`config.mk`:
```
export PLATFORM = sky130hd
export DESIGN_NAME = ctrl_wei_seq
export DESIGN_NICKNAME = d
export VERILOG_FILES = /design/src/rtl/ctrl_wei_seq.sv
export SDC_FILE = /design/constraint.sdc
export NUM_CORES = 1
export LEC_CHECK = 0
export ABC_AREA = 0
export CAP_MARGIN = 15
export CORE_UTILIZATION = 40
export DETAILED_ROUTE_END_ITERATION = 7
export DONT_BUFFER_PORTS = 1
export REMOVE_ABC_BUFFERS = 1
export SETUP_SLACK_MARGIN = 0.1
export SLEW_MARGIN = 5
export SYNTH_ARGS = -nofsm -noshare
export SYNTH_HDL_FRONTEND = slang
export SYNTH_SLANG_ARGS = --single-unit
```
`constraint.sdc`:
```
create_clock -name clk -period 3.1 [get_ports clk]
set_input_delay 0.62 -clock clk [delete_from_list [all_inputs] [get_ports clk]]
set_output_delay 0.62 -clock clk [all_outputs]
set_load 0.02 [all_outputs]
```
`src/rtl/ctrl_wei_seq.sv`:
```
// Weight-configuration sequencer: fetches a weight set from the distributor,
// then offers it to one PEC (sequential) or all enabled PECs (broadcast).
module ctrl_wei_seq #(
  parameter int NUM_PEC = 16,
  parameter int IDX_W   = $clog2(NUM_PEC),
  parameter int RND_W   = 8
) (
  input  logic               clk,
  input  logic               rst,
  input  logic               cfg_start,
  input  logic               cfg_mode,
  input  logic [NUM_PEC-1:0] cfg_pec_mask,
  input  logic [RND_W-1:0]   cfg_num_round,
  output logic               fetch_req,
  input  logic               fetch_ack,
  output logic [NUM_PEC-1:0] pec_rdy_wei,
  input  logic [NUM_PEC-1:0] pec_get_wei,
  output logic [IDX_W-1:0]   cur_pec,
  output logic               busy,
  output logic               done,
  output logic               err_get,
  output logic [1:0]         dbg_state
);

  // Handshakes: fetch_req is a level held until the one-cycle fetch_ack;
  // pec_rdy_wei[i] is held until the one-cycle pec_get_wei[i], and a get
  // seen while rdy is low is a protocol error that is otherwise ignored.

  typedef enum logic [1:0] {S_IDLE, S_FETCH, S_OFFER, S_DONE} state_t;

  state_t             state_q, state_d;
  logic               mode_q, mode_d;
  logic [NUM_PEC-1:0] mask_q, mask_d;
  logic [RND_W-1:0]   nrnd_q, nrnd_d;
  logic [RND_W-1:0]   rnd_q, rnd_d;
  logic [IDX_W-1:0]   cur_q, cur_d;
  logic [NUM_PEC-1:0] rdy_q, rdy_d;
  logic               err_q, err_d;
  logic               round_end;
  logic [IDX_W:0]     nxt;

  function automatic logic [IDX_W-1:0] lowest_set(input logic [NUM_PEC-1:0] m);
    lowest_set = '0;
    for (int i = NUM_PEC - 1; i >= 0; i--) begin
      if (m[i]) lowest_set = IDX_W'(i);
    end
  endfunction

  // Returns {found, index} of the lowest set bit strictly above cur.
  function automatic logic [IDX_W:0] next_above(input logic [NUM_PEC-1:0] m,
                                                input logic [IDX_W-1:0] cur);
    next_above = '0;
    for (int i = NUM_PEC - 1; i >= 0; i--) begin
      if (m[i] && (i > int'(cur))) next_above = {1'b1, IDX_W'(i)};
    end
  endfunction

  always_comb begin
    state_d   = state_q;
    mode_d    = mode_q;
    mask_d    = mask_q;
    nrnd_d    = nrnd_q;
    rnd_d     = rnd_q;
    cur_d     = cur_q;
    rdy_d     = rdy_q;
    err_d     = err_q | (|(pec_get_wei & ~rdy_q));
    round_end = 1'b0;
    nxt       = next_above(mask_q, cur_q);
    case (state_q)
      S_IDLE: begin
        if (cfg_start) begin
          mode_d = cfg_mode;
          mask_d = cfg_pec_mask;
          nrnd_d = (cfg_num_round == '0) ? RND_W'(1) : cfg_num_round;
          rnd_d  = '0;
          err_d  = 1'b0;
          rdy_d  = '0;
          if (cfg_pec_mask == '0) begin
            state_d = S_DONE;
            cur_d   = '0;
          end else begin
            state_d = S_FETCH;
            cur_d   = cfg_mode ? '0 : lowest_set(cfg_pec_mask);
          end
        end
      end
      S_FETCH: begin
        if (fetch_ack) begin
          state_d = S_OFFER;
          rdy_d   = mode_q ? mask_q : ({{(NUM_PEC-1){1'b0}}, 1'b1} << cur_q);
        end
      end
      S_OFFER: begin
        // In sequential mode only the cur_q bit is ever set, so this clears it on its get.
        rdy_d = rdy_q & ~pec_get_wei;
        if (rdy_d == '0) begin
          if (!mode_q && nxt[IDX_W]) begin
            cur_d   = nxt[IDX_W-1:0];
            state_d = S_FETCH;
          end else begin
            round_end = 1'b1;
            cur_d     = mode_q ? '0 : lowest_set(mask_q);
          end
        end
        if (round_end) begin
          rnd_d   = rnd_q + RND_W'(1);
          state_d = (rnd_d == nrnd_q) ? S_DONE : S_FETCH;
        end
      end
      S_DONE: begin
        state_d = S_IDLE;
        cur_d   = '0;
      end
      default: state_d = S_IDLE;
    endcase
  end

  always_ff @(posedge clk) begin
    if (rst) begin
      state_q <= S_IDLE;
      mode_q  <= 1'b0;
      mask_q  <= '0;
      nrnd_q  <= '0;
      rnd_q   <= '0;
      cur_q   <= '0;
      rdy_q   <= '0;
      err_q   <= 1'b0;
    end else begin
      state_q <= state_d;
      mode_q  <= mode_d;
      mask_q  <= mask_d;
      nrnd_q  <= nrnd_d;
      rnd_q   <= rnd_d;
      cur_q   <= cur_d;
      rdy_q   <= rdy_d;
      err_q   <= err_d;
    end
  end

  assign fetch_req   = (state_q == S_FETCH);
  assign pec_rdy_wei = rdy_q;
  assign busy        = (state_q == S_FETCH) || (state_q == S_OFFER);
  assign done        = (state_q == S_DONE);
  assign cur_pec     = (busy && !mode_q) ? cur_q : '0;
  assign err_get     = err_q;
  assign dbg_state   = state_q;

endmodule

```
==> flow_metrics.env, run 1 <==
export IMPL_floorplan_die_area_sq_um=10100
export IMPL_hold_depth=1
export IMPL_power_frac_comb_pct=48.6
export IMPL_clock_sink_count=56
export IMPL_syn2layout_area_growth_pct=3.45
export IMPL_timing_slew_headroom_pct=41.7
export IMPL_internal_power_uw=1480
export IMPL_yosysSeqAreaShare_pct=28.9
export IMPL_detailedPlacementHpwl_mm=8.08
export IMPL_crit_path_end_kind="flip-flop"
export IMPL_place_congestion=0.838
export IMPL_detailed_place_area_sq_um=3930
export IMPL_worst_hold_startpoint="rst"
export IMPL_count_of_final_setup_violators=0
export IMPL_drv_max_cap_violation_count=0
export IMPL_clk_root_buffer_cell="sky130_fd_sc_hd__clkbuf_8"
export IMPL_clock_fmax_mhz=363
export IMPL_layout_setup_ws_ns=0.349
export IMPL_power_density_cell_area_nw_per_um2=696
export IMPL_path_cells="nor2b_1 -> a2111oi_0 -> nand4_1 -> nand2b_2 -> or4_1 -> a31oi_1"
export IMPL_detail_route_wl_per_cell_um=16.5
export IMPL_status="finished clean"
export IMPL_ys_seq_elements=56
export IMPL_power_switching_share_pct=47.1
export IMPL_worstSkewPairLatency_ns=0.31
export IMPL_drt_total_wl_mm=10.9
export IMPL_post_route_cells_drive_above_1_share_pct=5.43
export IMPL_detailroute_via_count=3924
export IMPL_ff2ff_path_depth=6
export IMPL_total_grt_overflow=0
export IMPL_drt_iter0_markers=416
export IMPL_worstPathMaxFanout=9
export IMPL_drc=0
export IMPL_timing_rr_start="pec_rdy_wei[7]$_SDFFE_PP0P_"
export IMPL_top_level_ports=71
export IMPL_rows=35
export IMPL_nNetsFinal=585
export IMPL_synth_distinct_cells=64
export IMPL_power_frac_seq_pct=37.3
export IMPL_grt_pass1_vias=3572
export IMPL_worst_hold_path_type="in -> reg"
export IMPL_worst_slew_pin_transition_ns=0.874
export IMPL_setup_worst_path_start="pec_rdy_wei[7]$_SDFFE_PP0P_"
export IMPL_first_pass_iters=7
export IMPL_core_area_sq_um=9330
export IMPL_slowest_stage="sky130_fd_sc_hd__a2111oi_0"
export IMPL_pre_cts_ws_ns=0.249
export IMPL_power_net_switching_uw=1320
export IMPL_grt_use_total_pct=22.0
export IMPL_cts_made_buffers=5
export IMPL_hold_path_end="nrnd_q[2]$_SDFFE_PP0P_"
export IMPL_timing_setup_critical_path_class="reg -> reg"
export IMPL_via_density_per_instance=5.92
export IMPL_setup_tns_final_ns=0
export IMPL_diodes=0
export IMPL_clock_tree_from_tritoncts="done"
export IMPL_synth_async_sr_flop_share_pct=0
export IMPL_synth_cell_area_sq_um=3880
export IMPL_cts_max_path_buffers=2
export IMPL_die_width_um=100
export IMPL_p_leak_uw=0.00136
export IMPL_cp_arrival_ns=3.00
export IMPL_worstReg2RegEnd="rnd_q[3]$_SDFFE_PP0P_"
export IMPL_timing_hold_violations_final=0
export IMPL_ys_dominant_reg_cell="sky130_fd_sc_hd__dfxtp_1"
export IMPL_initial_utilization_pct=41.6
export IMPL_port_buffers=0
export IMPL_period_utilization_post_route_pct=88.7
export IMPL_final_cell_area_excluding_filler_cells_sq_um=4010
export IMPL_clk_pin_slew_worst_paths_ns=0.10
export IMPL_grt_antenna_before_repair=0
export IMPL_ant_nets=0
export IMPL_number_of_flops_mapped_to_enable_cells_by_yosys=0
export IMPL_p_clk_share_pct=14.0
export IMPL_cts_repair_timing_setup_buffer_count=0
export IMPL_cts_htree_levels=2
export IMPL_rsz0062_at_grt="false"
export IMPL_worst_path_largest_cell_delay_ns=0.59
export IMPL_syn_inst=555
export IMPL_timing_max_transition_violations_final=0
export IMPL_r2r_slack_ns=0.35
export IMPL_crit_path_start_kind="flip-flop"
export IMPL_worst_endpoint_required_ns=3.35
export IMPL_yosysWarnings=0
export IMPL_die_height_um=100
export IMPL_grt_start_max_net_pins=54
export IMPL_irDropWorstVdd_v=0.000341
export IMPL_avgSynthCellArea_sq_um=6.99
export IMPL_skew_ns=0.0149
export IMPL_grt_pass1_wl_mm=17.9
export IMPL_final_period_minus_worst_setup_slack_ns=2.75
through the flow:
stage          total power [uW]  instances  hold slack [ns]  utilization (%)
2_1_floorplan              2010        520            0.442                -
3_3_place_gp               2350        656            0.455             42.1
3_5_place_dp               2390        656            0.456             42.1
4_1_cts                    2790        663            0.361             43.0
5_1_grt                    3020        663            0.353             43.0
6_report                   2790        663            0.365             43.0
Yosys cell counts, drive strengths merged (3+ instances only):
| cell type | count | area (sq um) |
|---|---|---|
| a21oi | 76 | 380 |
| nand2 | 66 | 250 |
| dfxtp | 56 | 1120 |
| nor2 | 55 | 206 |
| inv | 34 | 128 |
| o21ai | 32 | 160 |
| clkbuf | 27 | 101 |
| nor2b | 18 | 113 |
| nor3 | 18 | 90.1 |
| nor4 | 16 | 100 |
| nand3 | 12 | 60.1 |
| o22ai | 11 | 75.1 |
| nand2b | 10 | 65.1 |
| o31ai | 10 | 88.8 |
| a211oi | 8 | 60.1 |
| buf | 8 | 63.8 |
| ha | 6 | 75.1 |
| xnor2 | 6 | 52.6 |
| a21boi | 5 | 37.5 |
| and2 | 5 | 31.3 |
| and3 | 5 | 31.3 |
| nand4 | 5 | 31.3 |
| o211ai | 5 | 37.5 |
| or3 | 5 | 31.3 |
| a2111oi | 4 | 35.0 |
| a31oi | 4 | 25.0 |
| nand4b | 4 | 41.3 |
| a41oi | 3 | 26.3 |
| o221ai | 3 | 26.3 |
| o311ai | 3 | 26.3 |
| xor2 | 3 | 26.3 |
area by class of cell:
class | instances | area (sq um)
Fill cell | 1011 | 5310
Multi-Input combinational cell | 430 | 2470
Sequential cell | 56 | 1120
Tap cell | 129 | 161
Inverter | 34 | 128
Clock buffer | 5 | 68.8
Timing Repair Buffer | 7 | 52.6
Clock inverter | 2 | 12.5
kinds of logic after synthesis:
| family | after synthesis | share of synthesized area (%) |
|---|---|---|
| adders and majority gates | 6 | 1.93 |
| AOI/OAI and AO/OA | 182 | 29.4 |
| xor gates and xnor gates | 9 | 2.03 |
| muxes | 3 | 0.806 |
| and+or+nand+nor | 230 | 29.4 |
| buffers and inverters | 69 | 7.55 |
| DFF | 56 | 28.9 |
power by group through the flow:
stage / Clock [uW] / Combinational (uW) / Sequential [uW]
after global placement: 0 / 1310 / 1050
after CTS: 408 / 1340 / 1030
final: 392 / 1360 / 1040
after floorplan: 0 / 1010 / 999
after global routing: 432 / 1520 / 1060
after detailed placement: 0 / 1340 / 1050
routing by layer:
metal / share of wire (%) / vias to the layer above / wire length [um] / global-route usage [%]
met4: 0.50 / 0 / 55 / 3.01
met3: 9.1 / 5 / 1000 / 4.37
met2: 41 / 192 / 4490 / 32.9
met5: 0 / - / 0 / 0
met1: 49 / 1785 / 5400 / 33.0
li1: - / 1942 / - / -
cells in the final DEF, fill, tap and decap left out, drive strengths merged, types with 6 or more instances in the layout:
| master | synthesis | layout |
|---|---|---|
| nor3 | 18 | 18 |
| a21oi | 76 | 76 |
| xnor2 | 6 | 6 |
| nand3 | 12 | 12 |
| a211oi | 8 | 8 |
| buf | 8 | 7 |
| o21ai | 32 | 32 |
| inv | 34 | 34 |
| o31ai | 10 | 10 |
| nor4 | 16 | 16 |
| nor2 | 55 | 55 |
| dfxtp | 56 | 56 |
| nor2b | 18 | 18 |
| nand2 | 66 | 66 |
| ha | 6 | 6 |
| nand2b | 10 | 10 |
| o22ai | 11 | 11 |
how the worst max path moves through the flow:
stage                                 end  cells past startpoint
floorplan           rnd_q[3]$_SDFFE_PP0P_                      7
global placement    rnd_q[3]$_SDFFE_PP0P_                      6
detailed placement  rnd_q[3]$_SDFFE_PP0P_                      6
CTS                 rnd_q[3]$_SDFFE_PP0P_                      7
global route        rnd_q[6]$_SDFFE_PP0P_                      7
finish              rnd_q[3]$_SDFFE_PP0P_                      6
what timing repair did:
action,4_1_cts,5_1_grt
hold buffers,0,0
gates resized for setup,0,3
endpoints found under the setup margin,0,3
sequential cells by signal, summed over array words and instances, names as in the netlist:
| name | count |
|---|---|
| cur_q | 4 |
| mode_q | 1 |
| err_get | 1 |
| nrnd_q | 8 |
| rnd_q | 8 |
| mask_q | 16 |
| dbg_state | 2 |
| pec_rdy_wei | 16 |
worst max-delay path, delay by kind of cell, from the launching register on:
kind,cells,cell delay (ns)
AND/OR/NAND/NOR,4,1.52
flip-flops,1,0.42
AO/OA/AOI/OAI,2,0.75
Note: power is estimated with default switching activity, not from simulation.
==> run 2: changes to the inputs <==
PLACE_DENSITY = 0.58   (was not set)
clock period = 2.4 ns   (was 3.1 ns; I/O delays follow)
==> run 2 against run 1 <==
Wire length rose by 7.4%; non-clock buffer count rose by 52; global-route usage rose by 2.1 points; hold slack got worse by 0.14 ns; highest routed layer unchanged; via count rose by 5.1%; critical path depth rose by 3; first-iteration DRC count fell by 15%; clock power rose by 41%; sequential share of layout area fell by 2.8 points; final cell count rose by 8.0%; total power rose by 45%.
==> flow_metrics.env, run 2 (synthesis gave the netlist of run 1 again) <==
export IMPL_timing_slew_headroom_pct=61.2
export IMPL_power_frac_seq_pct=30.0
export IMPL_cts_htree_levels=2
export IMPL_power_net_switching_uw=1830
export IMPL_clock_tree_from_tritoncts="done"
export IMPL_count_of_final_setup_violators=0
export IMPL_diodes=0
export IMPL_crit_path_end_kind="flip-flop"
export IMPL_ant_nets=0
export IMPL_worst_endpoint_required_ns=2.63
export IMPL_holdWs_ns=0.228
export IMPL_power_frac_comb_pct=56.3
export IMPL_timing_setup_critical_path_class="reg -> reg"
export IMPL_port_buffers=0
export IMPL_power_switching_share_pct=45.1
export IMPL_slowest_stage="sky130_fd_sc_hd__or3b_2"
export IMPL_first_pass_iters=5
export IMPL_cp_arrival_ns=2.48
export IMPL_worstSkewPairLatency_ns=0.31
export IMPL_worst_path_largest_cell_delay_ns=0.46
export IMPL_rsz0062_at_grt="true"
export IMPL_nNetsFinal=637
export IMPL_worstPathMaxFanout=5
export IMPL_p_leak_uw=0.00165
export IMPL_die_width_um=100
export IMPL_power_density_cell_area_nw_per_um2=902
export IMPL_drt_iter0_markers=354
export IMPL_core_area_sq_um=9330
export IMPL_irDropWorstVdd_v=0.000331
export IMPL_cts_max_path_buffers=2
export IMPL_period_utilization_post_route_pct=93.4
export IMPL_post_place_cells=707
export IMPL_timing_max_transition_violations_final=0
export IMPL_detail_route_wl_per_cell_um=16.4
export IMPL_top_level_ports=71
export IMPL_post_route_cells_drive_above_1_share_pct=15.3
export IMPL_worst_hold_path_type="in -> reg"
export IMPL_cts_made_buffers=5
export IMPL_total_grt_overflow=0
export IMPL_timing_hold_violations_final=0
export IMPL_final_cell_area_excluding_filler_cells_sq_um=4490
export IMPL_drv_max_cap_violation_count=0
export IMPL_final_cell_mix="76 x sky130_fd_sc_hd__a21oi_1, 65 x sky130_fd_sc_hd__nand2_1, 58 x sky130_fd_sc_hd__buf_4"
export IMPL_grt_start_max_net_pins=54
export IMPL_grt_pass1_wl_mm=19.2
export IMPL_final_period_minus_worst_setup_slack_ns=2.24
export IMPL_hold_buffers=0
export IMPL_final_common_cell="sky130_fd_sc_hd__a21oi_1"
export IMPL_via_density_per_instance=5.76
export IMPL_grt_antenna_before_repair=0
export IMPL_rows=35
export IMPL_initial_utilization_pct=41.6
export IMPL_syn2layout_area_growth_pct=15.6
export IMPL_drc=0
export IMPL_drt_total_wl_mm=11.8
export IMPL_clock_sink_count=56
export IMPL_internal_power_uw=2220
export IMPL_clk_root_buffer_cell="sky130_fd_sc_hd__clkbuf_8"
export IMPL_fin_util_pct=48.1
export IMPL_grt_pass1_vias=3853
export IMPL_crit_path_start_kind="flip-flop"
export IMPL_grt_use_total_pct=24.1
export IMPL_clk_pin_slew_worst_paths_ns=0.10
export IMPL_die_height_um=100
export IMPL_floorplan_die_area_sq_um=10100
export IMPL_status="finished clean"
export IMPL_worst_slew_pin_transition_ns=0.576
export IMPL_detailed_place_area_sq_um=4310
export IMPL_detailedPlacementHpwl_mm=9.03
export IMPL_detailroute_via_count=4123
export IMPL_p_clk_share_pct=13.7
export IMPL_clock_fmax_mhz=446
export IMPL_place_congestion=0.929
export IMPL_skew_ns=0.00679
export IMPL_finalNonFillerCells=716
export IMPL_path_cells="or3b_2 -> a21oi_1 -> or2_4 -> o31ai_4 -> buf_4 -> buf_4 -> nor4b_1 -> a21oi_1 -> a31oi_1"
==> run 2: routing by layer <==
metal	track usage, %	up-vias	share of wire [%]
li1	-	2060	-
met2	36.6	165	41
met3	5.13	12	8.4
met5	0	-	0
met4	4.57	0	1.1
met1	35.0	1886	49
==> run 2: final timing paths <==
kind                           from                endpoint  slack [ns]  cells after the start
max          mask_q[5]$_SDFFE_PP0P_   cur_q[2]$_SDFFE_PP0P_        0.16                      9
max reg2reg  mask_q[5]$_SDFFE_PP0P_   cur_q[2]$_SDFFE_PP0P_        0.16                      9
min reg2reg  nrnd_q[1]$_SDFFE_PP0P_  nrnd_q[1]$_SDFFE_PP0P_        0.47                      2
min                             rst  nrnd_q[1]$_SDFFE_PP0P_        0.23                      1
==> run 2: critical path, delay by kind of cell (launching register included) <==
kind	cells	cell delay (ns)
AOI/OAI and AO/OA	4	0.52
buffers and inverters	2	0.29
DFF	1	0.44
and+or+nand+nor	3	0.91
==> run 2: power groups by stage <==
stage / registers, uW / logic, uW / clock network [uW]
2_1_floorplan: 1290 / 1300 / 0
3_3_place_gp: 1220 / 2100 / 0
3_5_place_dp: 1220 / 2110 / 0
4_1_cts: 1210 / 2140 / 566
5_1_grt: 1240 / 2510 / 605
6_report: 1220 / 2280 / 554
==> run 2: cell type report <==
cell class,instances,area [sq um]
Tap cell,129,161
Timing Repair Buffer,59,447
Multi-Input combinational cell,430,2530
Clock buffer,8,90.1
Sequential cell,56,1130
Fill cell,978,4840
Inverter,34,128
==> run 2: metrics by stage <==
stage	power, uW	worst slack [ns]	TNS [ns]
after floorplan	2590	-0.0213	-0.0213
after global placement	3320	-0.0404	-0.0500
after detailed placement	3340	-0.0466	-0.0661
after CTS	3910	0.0938	0
after global routing	4350	0.0376	0
final	4050	0.158	0
==> run 2: what timing repair did <==
action / 4_1_cts / 5_1_grt
buffers inserted: 0 / 1
resized for setup: 6 / 18
pin swaps: 0 / 4
setup endpoints to repair: 10 / 30
endpoints found under the hold margin: 0 / 0
==> run 3: changes to the inputs <==
CAP_MARGIN = 0   (was 15)
SKIP_LAST_GASP = 1   (was not set)
==> results of run 3 <==
Same layout as run 2: the final DEF is identical, and so are final timing and power.
